[config.mk]
export PLATFORM = sky130hd
export DESIGN_NAME = ram_dump_reader_flat
export DESIGN_NICKNAME = d
export VERILOG_FILES = /design/src/rtl/ram_dump_reader_if.sv /design/src/rtl/ram_dump_reader.sv /design/src/flat_wrapper.sv
export SDC_FILE = /design/constraint.sdc
export NUM_CORES = 1
export LEC_CHECK = 0
export ABC_AREA = 1
export CORE_MARGIN = 4
export CORE_UTILIZATION = 46
export CTS_BUF_LIST = sky130_fd_sc_hd__clkbuf_8
export CTS_CLUSTER_SIZE = 8
export DETAILED_ROUTE_END_ITERATION = 16
export PLACE_DENSITY = 0.91
export SKIP_LAST_GASP = 1
export SLEW_MARGIN = 25
export SYNTH_ARGS = -nofsm -noshare
export SYNTH_HDL_FRONTEND = slang
export SYNTH_SLANG_ARGS = --single-unit
[constraint.sdc]
create_clock -name clk -period 2.2 [get_ports clk]
set_clock_uncertainty 0.05 [all_clocks]
set_input_delay 0.55 -clock clk [delete_from_list [all_inputs] [get_ports clk]]
set_output_delay 0.55 -clock clk [all_outputs]
set_load 0.02 [all_outputs]
[src/rtl/ram_dump_reader_if.sv]
// ---------------------------------------------------------------------------
// ram_dump_reader_if
//
// Purpose:
//   Bundles the two RAM read ports (mem0 names, mem1 tags) and the outgoing
//   record stream of ram_dump_reader into a single interface.
//
// Signals:
//   en_r1_n_mem0 / en_r1_n_mem1  active-low read enables (reader -> RAM)
//   addr_r1_mem0 / addr_r1_mem1  read addresses             (reader -> RAM)
//   data_r1_mem0 / data_r1_mem1  read data, valid one cycle after the
//                                enable/address cycle        (RAM -> reader)
//   out_valid                    record valid                (reader -> sink)
//   out_ready                    sink accepts the record     (sink -> reader)
//   out_addr / out_name / out_tag  record payload            (reader -> sink)
//
// Modports:
//   master  the reader's view (drives enables, addresses and the record)
//   slave   the RAM/sink view
// ---------------------------------------------------------------------------
interface ram_dump_reader_if #(
    parameter int ADDRWIDTH  = 3,
    parameter int WIDTH_MEM0 = 64,
    parameter int WIDTH_MEM1 = 8
);
    logic                  en_r1_n_mem0;
    logic [ADDRWIDTH-1:0]  addr_r1_mem0;
    logic [WIDTH_MEM0-1:0] data_r1_mem0;

    logic                  en_r1_n_mem1;
    logic [ADDRWIDTH-1:0]  addr_r1_mem1;
    logic [WIDTH_MEM1-1:0] data_r1_mem1;

    logic                  out_valid;
    logic                  out_ready;
    logic [ADDRWIDTH-1:0]  out_addr;
    logic [WIDTH_MEM0-1:0] out_name;
    logic [WIDTH_MEM1-1:0] out_tag;

    modport master (
        output en_r1_n_mem0, addr_r1_mem0,
        input  data_r1_mem0,
        output en_r1_n_mem1, addr_r1_mem1,
        input  data_r1_mem1,
        output out_valid, out_addr, out_name, out_tag,
        input  out_ready
    );

    modport slave (
        input  en_r1_n_mem0, addr_r1_mem0,
        output data_r1_mem0,
        input  en_r1_n_mem1, addr_r1_mem1,
        output data_r1_mem1,
        input  out_valid, out_addr, out_name, out_tag,
        output out_ready
    );
endinterface

[src/rtl/ram_dump_reader.sv]
// ---------------------------------------------------------------------------
// ram_dump_reader
//
// Purpose:
//   Walks every address of the name RAM (mem0) and tag RAM (mem1), reading
//   both through their read port 1, and streams each (address, name, tag)
//   record out over a valid/ready handshake. Entries with an all-zero name
//   can optionally be skipped.
//
// Ports:
//   clk      rising-edge clock
//   rst_n    asynchronous active-low reset
//   start    one-cycle scan request, only honoured while idle
//   busy     high while a scan is in progress (READ/CAPTURE/SEND)
//   done     one-cycle pulse when a scan finishes
//   rec_cnt  records emitted by the last scan, held until the next start
//   bus      ram_dump_reader_if.master: RAM read ports and record stream
// ---------------------------------------------------------------------------
module ram_dump_reader #(
    parameter int ADDRWIDTH  = 3,
    parameter int WIDTH_MEM0 = 64,
    parameter int WIDTH_MEM1 = 8,
    parameter int SKIP_ZERO  = 1
) (
    input  logic                 clk,
    input  logic                 rst_n,
    input  logic                 start,
    output logic                 busy,
    output logic                 done,
    output logic [ADDRWIDTH:0]   rec_cnt,
    ram_dump_reader_if.master    bus
);

    localparam logic [2:0] S_IDLE    = 3'd0;
    localparam logic [2:0] S_READ    = 3'd1;
    localparam logic [2:0] S_CAPTURE = 3'd2;
    localparam logic [2:0] S_SEND    = 3'd3;
    localparam logic [2:0] S_DONE    = 3'd4;

    localparam logic [ADDRWIDTH-1:0] PTR_MAX = '1;

    logic [2:0]            state_q,    state_d;
    logic [ADDRWIDTH-1:0]  ptr_q,      ptr_d;
    logic [ADDRWIDTH:0]    rec_cnt_q,  rec_cnt_d;
    logic [ADDRWIDTH-1:0]  out_addr_q, out_addr_d;
    logic [WIDTH_MEM0-1:0] out_name_q, out_name_d;
    logic [WIDTH_MEM1-1:0] out_tag_q,  out_tag_d;

    // Next-state logic for the scan. The pointer only advances after an
    // address has been fully handled (skipped in CAPTURE or handed off in
    // SEND), and the scan ends at the last address instead of wrapping.
    always_comb begin
        state_d    = state_q;
        ptr_d      = ptr_q;
        rec_cnt_d  = rec_cnt_q;
        out_addr_d = out_addr_q;
        out_name_d = out_name_q;
        out_tag_d  = out_tag_q;

        case (state_q)
            S_IDLE: begin
                if (start) begin
                    ptr_d     = '0;
                    rec_cnt_d = '0;
                    state_d   = S_READ;
                end
            end

            S_READ: begin
                state_d = S_CAPTURE;
            end

            S_CAPTURE: begin
                out_name_d = bus.data_r1_mem0;
                out_tag_d  = bus.data_r1_mem1;
                out_addr_d = ptr_q;
                if ((SKIP_ZERO != 0) && (bus.data_r1_mem0 == '0)) begin
                    if (ptr_q == PTR_MAX) begin
                        state_d = S_DONE;
                    end else begin
                        ptr_d   = ptr_q + 1'b1;
                        state_d = S_READ;
                    end
                end else begin
                    state_d = S_SEND;
                end
            end

            S_SEND: begin
                if (bus.out_ready) begin
                    rec_cnt_d = rec_cnt_q + 1'b1;
                    if (ptr_q == PTR_MAX) begin
                        state_d = S_DONE;
                    end else begin
                        ptr_d   = ptr_q + 1'b1;
                        state_d = S_READ;
                    end
                end
            end

            S_DONE: begin
                state_d = S_IDLE;
            end

            default: begin
                state_d = S_IDLE;
            end
        endcase
    end

    // State and record registers. Reset drops any record in flight without
    // producing a done pulse.
    always_ff @(posedge clk or negedge rst_n) begin
        if (!rst_n) begin
            state_q    <= S_IDLE;
            ptr_q      <= '0;
            rec_cnt_q  <= '0;
            out_addr_q <= '0;
            out_name_q <= '0;
            out_tag_q  <= '0;
        end else begin
            state_q    <= state_d;
            ptr_q      <= ptr_d;
            rec_cnt_q  <= rec_cnt_d;
            out_addr_q <= out_addr_d;
            out_name_q <= out_name_d;
            out_tag_q  <= out_tag_d;
        end
    end

    // Both RAMs see the same enable and address; enable is asserted only in
    // READ so each address is read exactly once per scan.
    assign bus.en_r1_n_mem0 = (state_q != S_READ);
    assign bus.en_r1_n_mem1 = (state_q != S_READ);
    assign bus.addr_r1_mem0 = ptr_q;
    assign bus.addr_r1_mem1 = ptr_q;

    assign bus.out_valid = (state_q == S_SEND);
    assign bus.out_addr  = out_addr_q;
    assign bus.out_name  = out_name_q;
    assign bus.out_tag   = out_tag_q;

    assign busy    = (state_q == S_READ) || (state_q == S_CAPTURE) || (state_q == S_SEND);
    assign done    = (state_q == S_DONE);
    assign rec_cnt = rec_cnt_q;

endmodule
[src/flat_wrapper.sv]
// flat-port wrapper written by rule: the top's interface ports become plain ports
module ram_dump_reader_flat 
#(
    parameter int ADDRWIDTH  = 3,
    parameter int WIDTH_MEM0 = 64,
    parameter int WIDTH_MEM1 = 8,
    parameter int SKIP_ZERO  = 1
)
  (clk, rst_n, start, busy, done, rec_cnt, bus_en_r1_n_mem0, bus_addr_r1_mem0, bus_data_r1_mem0, bus_en_r1_n_mem1, bus_addr_r1_mem1, bus_data_r1_mem1, bus_out_valid, bus_out_addr, bus_out_name, bus_out_tag, bus_out_ready);
  ram_dump_reader_if #(.ADDRWIDTH(ADDRWIDTH), .WIDTH_MEM0(WIDTH_MEM0), .WIDTH_MEM1(WIDTH_MEM1)) bus_i ();
  input  logic clk;
  input  logic rst_n;
  input  logic start;
  output logic busy;
  output logic done;
  output logic [ADDRWIDTH:0] rec_cnt;
  output wire logic [$bits(bus_i.en_r1_n_mem0)-1:0] bus_en_r1_n_mem0;
  output wire logic [$bits(bus_i.addr_r1_mem0)-1:0] bus_addr_r1_mem0;
  input wire logic [$bits(bus_i.data_r1_mem0)-1:0] bus_data_r1_mem0;
  output wire logic [$bits(bus_i.en_r1_n_mem1)-1:0] bus_en_r1_n_mem1;
  output wire logic [$bits(bus_i.addr_r1_mem1)-1:0] bus_addr_r1_mem1;
  input wire logic [$bits(bus_i.data_r1_mem1)-1:0] bus_data_r1_mem1;
  output wire logic [$bits(bus_i.out_valid)-1:0] bus_out_valid;
  output wire logic [$bits(bus_i.out_addr)-1:0] bus_out_addr;
  output wire logic [$bits(bus_i.out_name)-1:0] bus_out_name;
  output wire logic [$bits(bus_i.out_tag)-1:0] bus_out_tag;
  input wire logic [$bits(bus_i.out_ready)-1:0] bus_out_ready;
  assign bus_en_r1_n_mem0 = bus_i.en_r1_n_mem0;
  assign bus_addr_r1_mem0 = bus_i.addr_r1_mem0;
  assign bus_i.data_r1_mem0 = bus_data_r1_mem0;
  assign bus_en_r1_n_mem1 = bus_i.en_r1_n_mem1;
  assign bus_addr_r1_mem1 = bus_i.addr_r1_mem1;
  assign bus_i.data_r1_mem1 = bus_data_r1_mem1;
  assign bus_out_valid = bus_i.out_valid;
  assign bus_out_addr = bus_i.out_addr;
  assign bus_out_name = bus_i.out_name;
  assign bus_out_tag = bus_i.out_tag;
  assign bus_i.out_ready = bus_out_ready;
  ram_dump_reader #(.ADDRWIDTH(ADDRWIDTH), .WIDTH_MEM0(WIDTH_MEM0), .WIDTH_MEM1(WIDTH_MEM1), .SKIP_ZERO(SKIP_ZERO)) u_core (.clk(clk), .rst_n(rst_n), .start(start), .busy(busy), .done(done), .rec_cnt(rec_cnt), .bus(bus_i));
endmodule
==> flow_summary.ini, run 1 <==
[synth]
synth_cell_types = 21
syn_nets = 536
yosys-top-cells-area = dfrtp_1, nand2_1, nor2_1
synth_most_common_cell = nand2_1
ys_warn_count = 0
synth_edf_count = 0
syn_inst = 457
yosys_register_bits = 85
synth_flop_cell = dfrtp_1
seq_area_frac_synth = 0.582
netlist_area_um2 = 3660
synth_commonest_cells = nand2_1, dfrtp_1, nor2_1
async_flop_share = 1.00
syn_avg_cell_area_um2 = 8.00
synth_top_area_share = 0.582
synth.largest_area_cell = dfrtp_1

[routing]
viasPerCell = 4.78
drt_iter0_drc = 167
drc = 0
wirelength_um = 10100
ant_nets = 0
vias = 3462
dr.pass1.iters = 4
wl_per_cell_um = 13.9

[critical_path]
critical_path.max_stage_delay_ps = 480
crit_chain = inv_2, nor3_4, dlygate4sd2_1
endpoint_kind = primary output
cp.depth = 3
start_kind = flip-flop
rr_worst_depth = 8
r2r_end = u_core.bus.addr_r1_mem0[0]
path_buf_inv = 2
crit_type = reg -> out
cp_top_family = flip-flops
slowest_stage = dfrtp_1
reg2reg_from = u_core.state_q[2]
cp_max_fo = 5
worst-r2r-setup-slack_ps = 220
cp.arrival_ps = 1450
crit_required_ps = 1600

[sta]
rsz0062_at_grt = no
drv_slew = 0
hold_violations = 0
max_freq_mhz = 488
finalCritPeriodShare = 0.931
holdWs_ps = 101
slew_headroom = 0.507
setup_viol = 0
final.min_clock_period_ps = 2050
tightest_slew_ps = 739
worst_slack_ps = 153

[clock_tree]
cts_tree = yes
htreeDepth = 3
clkSinkCount = 85
insertion_delay_ps = 340
path_clk_slew_ps = 80
ctsHoldBuffers = 0
cts_buffers = 9
clk_path_buf_depth = 2
clock-root-buffer = clkbuf_8
cts_setup_buffers = 0

[global_route]
grt.overflow.total = 0
antenna_found_initial = 0
grt_start_max_net_pins = 78
grt_use_total = 0.217
grt_pass1_vias = 3500
grt_pass1_wl_um = 16700

[cells_and_area]
fill_cells = 586
diodes = 0
final_cells = 724
multi_input_area_um2 = 1360
utilization = 0.716
drive_gt1_frac = 0.0466
seq_area_um2 = 2130
finalNetCount = 696
area_delta_synth_final_pct = 51.3

[power]
leakage_nw = 2.74
power_density_nw_per_um2 = 1450
peakVddDrop_mv = 0.923

[place]
dp_hpwl_um = 7530
dp_cells = 708
portBuffers = 165
gp_congestion = 0.877
post-place-ws_ps = -47.8

[floorplan]
core_um2 = 7730
die-area_um2 = 9440
pin_count = 166
rows = 32
fp.dieH_um = 97.2
fp.dieW_um = 97.2
initial_utilization = 0.473

[run]
drv_cap = 0

[hold_path]
hold_class = in -> async

[run_status]
outcome = finished, final reports clean
power by group:
| group | switching, W | internal, W | total (W) |
|---|---|---|---|
| clock network | 0.000531 | 0.000394 | 0.000925 |
| logic | 0.00248 | 0.00186 | 0.00434 |
| registers | 0.000440 | 0.00230 | 0.00274 |
cells in the final DEF, fill, tap and decap left out, types with 2 or more instances in the layout:
| cell | count |
|---|---|
| a21oi_1 | 2 |
| buf_4 | 3 |
| clkbuf_8 | 9 |
| clkdlybuf4s50_1 | 159 |
| clkinv_2 | 4 |
| dfrtp_1 | 84 |
| dlygate4sd2_1 | 4 |
| ha_1 | 3 |
| inv_1 | 13 |
| inv_2 | 3 |
| nand2_1 | 262 |
| nand3_1 | 10 |
| nor2_1 | 46 |
| o21ai_0 | 4 |
| xor2_1 | 2 |
per-layer routing:
layer	part of all wire	routed length, µm	global-route usage	vias up
li1	-	-	-	1698
met1	0.40	4060	0.259	1609
met4	0.019	191	0.0788	0
met2	0.49	4980	0.372	137
met5	0	0	0	-
met3	0.083	832	0.0646	18
layout make-up:
class                           count  share of cell area
Clock buffer                        9              0.0224
Clock inverter                      7             0.00633
Inverter                           15              0.0106
Multi-Input combinational cell    337               0.247
Sequential cell                    85               0.385
Tap cell                          102              0.0231
Timing Repair Buffer              169               0.306
cells by family after synthesis:
family | Yosys count | synth area share
and+or+nand+nor | 324 | 0.344
DFF | 85 | 0.582
buffers and inverters | 35 | 0.0465
AOI/OAI and AO/OA | 7 | 0.0103
adders and majority gates | 3 | 0.0103
xor gates and xnor gates | 2 | 0.00479
muxes | 1 | 0.00274
sequential cells by signal (all words and copies together) (netlist names):
| register | flops |
|---|---|
| u_core.bus.out_addr | 3 |
| u_core.bus.addr_r1_mem0 | 3 |
| u_core.bus.out_tag | 8 |
| u_core.state_q | 3 |
| u_core.rec_cnt | 4 |
| u_core.bus.out_name | 64 |
through the flow:
stage	power, W	area, µm²	setup TNS [ps]
after detailed placement	0.00716	5370	-120
final	0.00801	5530	0
after global routing	0.00856	5530	0
after CTS	0.00807	5520	-77.6
after floorplan	0.00508	3660	0
after global placement	0.00700	5370	0
worst max path at each step:
| stage | end | from |
|---|---|---|
| 6_report | bus_out_valid | u_core.state_q[0] |
| 5_1_grt | u_core.bus.addr_r1_mem0[2] | u_core.state_q[2] |
| 4_1_cts | done | u_core.state_q[2] |
| 3_5_place_dp | u_core.bus.addr_r1_mem0[0] | bus_data_r1_mem0[1] |
| 3_3_place_gp | u_core.bus.addr_r1_mem0[0] | bus_data_r1_mem0[1] |
| 2_1_floorplan | u_core.bus.addr_r1_mem0[0] | u_core.bus.addr_r1_mem0[0] |
timing repair:
action,in CTS,in global routing
pin swaps,0,0
setup endpoints to repair,5,6
resized for setup,5,2
(Power assumes the default switching activity.)
==> run 2: changes to the inputs <==
--- a/config.mk
+++ b/config.mk
@@ -7,11 +7,11 @@
 export LEC_CHECK = 0
 export ABC_AREA = 1
 export CORE_MARGIN = 4
-export CORE_UTILIZATION = 46
-export CTS_BUF_LIST = sky130_fd_sc_hd__clkbuf_8
+export CORE_UTILIZATION = 45
+export CTS_BUF_LIST = sky130_fd_sc_hd__clkbuf_4 sky130_fd_sc_hd__clkbuf_8 sky130_fd_sc_hd__clkbuf_16
 export CTS_CLUSTER_SIZE = 8
 export DETAILED_ROUTE_END_ITERATION = 16
-export PLACE_DENSITY = 0.91
+export PLACE_DENSITY = 0.89
 export SKIP_LAST_GASP = 1
 export SLEW_MARGIN = 25
 export SYNTH_ARGS = -nofsm -noshare
==> constraint.sdc (replaced) <==
create_clock -name clk -period 2.5 [get_ports clk]
set_clock_uncertainty 0.05 [all_clocks]
set_input_delay 0.625 -clock clk [delete_from_list [all_inputs] [get_ports clk]]
set_output_delay 0.625 -clock clk [all_outputs]
set_load 0.02 [all_outputs]
==> run 2 against run 1 <==
Compared with the run above:
- count of clock-buffer cells in the layout increased by 3
- total power decreased by 8.7%
- critical path depth unchanged
- via count decreased by 0.66%
==> flow_summary.ini, run 2 (synthesis gave the netlist of run 1 again) <==
[cells_and_area]
multi_input_area_um2 = 1360
fill_cells = 615
finalNetCount = 697
final_common_cell = nand2_1
area_delta_synth_final_pct = 53.1
final_cells = 725
mostFrequentLayoutCells = nand2_1, clkdlybuf4s50_1, dfrtp_1, nor2_1, inv_1
diodes = 0
drive_gt1_frac = 0.0514
utilization = 0.717
seq_area_um2 = 2130
largest_reg_flops = 64

[critical_path]
reg2reg_from = u_core.state_q[2]
cp_max_fo = 5
crit_required_ps = 1820
rr_worst_depth = 8
r2r_end = u_core.bus.addr_r1_mem0[1]
endpoint_kind = primary output
worst-r2r-setup-slack_ps = 650
start_kind = flip-flop
crit_type = reg -> out
cp.arrival_ps = 1660

[global_route]
grt_pass1_wl_um = 16800
grt_use_total = 0.216
antenna_found_initial = 0
grt_start_max_net_pins = 86
grt_pass1_vias = 3546
grt.overflow.total = 0

[sta]
slew_headroom = 0.505
max_freq_mhz = 428
fin_setup_tns_ps = 0
drv_slew = 0
tightest_slew_ps = 743
hold_violations = 0
final.min_clock_period_ps = 2340
setup_viol = 0
finalCritPeriodShare = 0.935
rsz0062_at_grt = no

[clock_tree]
path_clk_slew_ps = 90
clkSinkCount = 85
cts_setup_buffers = 0
cts_resized = 0
clock-root-buffer = clkbuf_8
ctsHoldBuffers = 0
cts_buffers = 9
clk_path_buf_depth = 2
htreeDepth = 3
cts_tree = yes
insertion_delay_ps = 330

[routing]
viasPerCell = 4.74
drc = 0
wirelength_um = 10200
ant_nets = 0
dr.pass1.iters = 4
drt_iter0_drc = 112
vias = 3439
wl_per_cell_um = 14.1

[power]
p_sw_frac = 0.414
peakVddDrop_mv = 0.779
power_density_nw_per_um2 = 1310
p_seq_frac = 0.329
pwr-share-clk = 0.145
leakage_nw = 2.75
p_int_w = 0.00429
pwr-share-comb = 0.525
power.switching_w = 0.00302
p_total_w = 0.00731

[place]
gp_congestion = 0.857
portBuffers = 165
dp_cells = 709
dp_hpwl_um = 7760

[run]
drv_cap = 0

[floorplan]
pin_count = 166
fp.dieH_um = 98.1
core_um2 = 7810
fp.dieW_um = 98.1
initial_utilization = 0.468
rows = 32
die-area_um2 = 9630

[run_status]
outcome = finished, final reports clean

[hold_path]
hold_class = in -> async
-- run 2: cell types whose count changed in the layout (fill, tap and decap cells not counted), moves of 2 or more --
cell / before / now
buf_4: 3 / 5
bufinv_16: 0 / 2
clkbuf_4: 0 / 3
clkdlybuf4s50_1: 159 / 163
clkinv_2: 4 / 1
dlygate4sd2_1: 4 / 0
inv_1: 13 / 11
-- run 2: per-stage QoR --
stage	hold slack, ps	setup slack (ps)	cell area [µm²]
finish	270	162	5600
global route	266	47.5	5600
CTS	275	6.66	5590
detailed placement	407	184	5370
global placement	402	230	5370
floorplan	279	829	3660
-- run 2: final cells by class --
| type | instances | share of cell area |
|---|---|---|
| timing repair buffer | 170 | 0.304 |
| inverter | 15 | 0.0101 |
| multi-input combinational | 337 | 0.244 |
| sequential | 85 | 0.380 |
| clock buffer | 12 | 0.0262 |
| tap | 102 | 0.0228 |
| clock inverter | 4 | 0.0130 |
-- run 2: worst max-delay path by stage --
stage,from,end,slack (ps)
final,u_core.state_q[0],busy,160
after global routing,u_core.state_q[0],busy,50
after CTS,u_core.state_q[0],bus_out_valid,7
after detailed placement,bus_data_r1_mem0[28],u_core.bus.addr_r1_mem0[0],180
after global placement,bus_data_r1_mem0[28],u_core.bus.addr_r1_mem0[0],230
after floorplan,u_core.state_q[2],bus_en_r1_n_mem1,830
-- run 2: power by group through the flow --
stage	Sequential [W]	Clock [W]	Combinational, W
finish	0.00241	0.00106	0.00384
floorplan	0.00315	0	0.00131
global route	0.00249	0.00118	0.00419
CTS	0.00241	0.00109	0.00390
detailed placement	0.00243	0	0.00389
global placement	0.00239	0	0.00379
-- run 2: per-layer routing --
layer,track usage,vias to the layer above,routed length (µm)
met2,0.388,124,5200
met3,0.0707,14,738
met4,0.0588,0,164
met1,0.246,1605,4090
met5,0,-,0
li1,-,1696,-
-- run 2: worst max-delay path: stages (launching register included) --
cell	delay, ps
dfrtp_1	470
inv_2	90
a21oi_1	140
clkdlybuf4s50_1	620
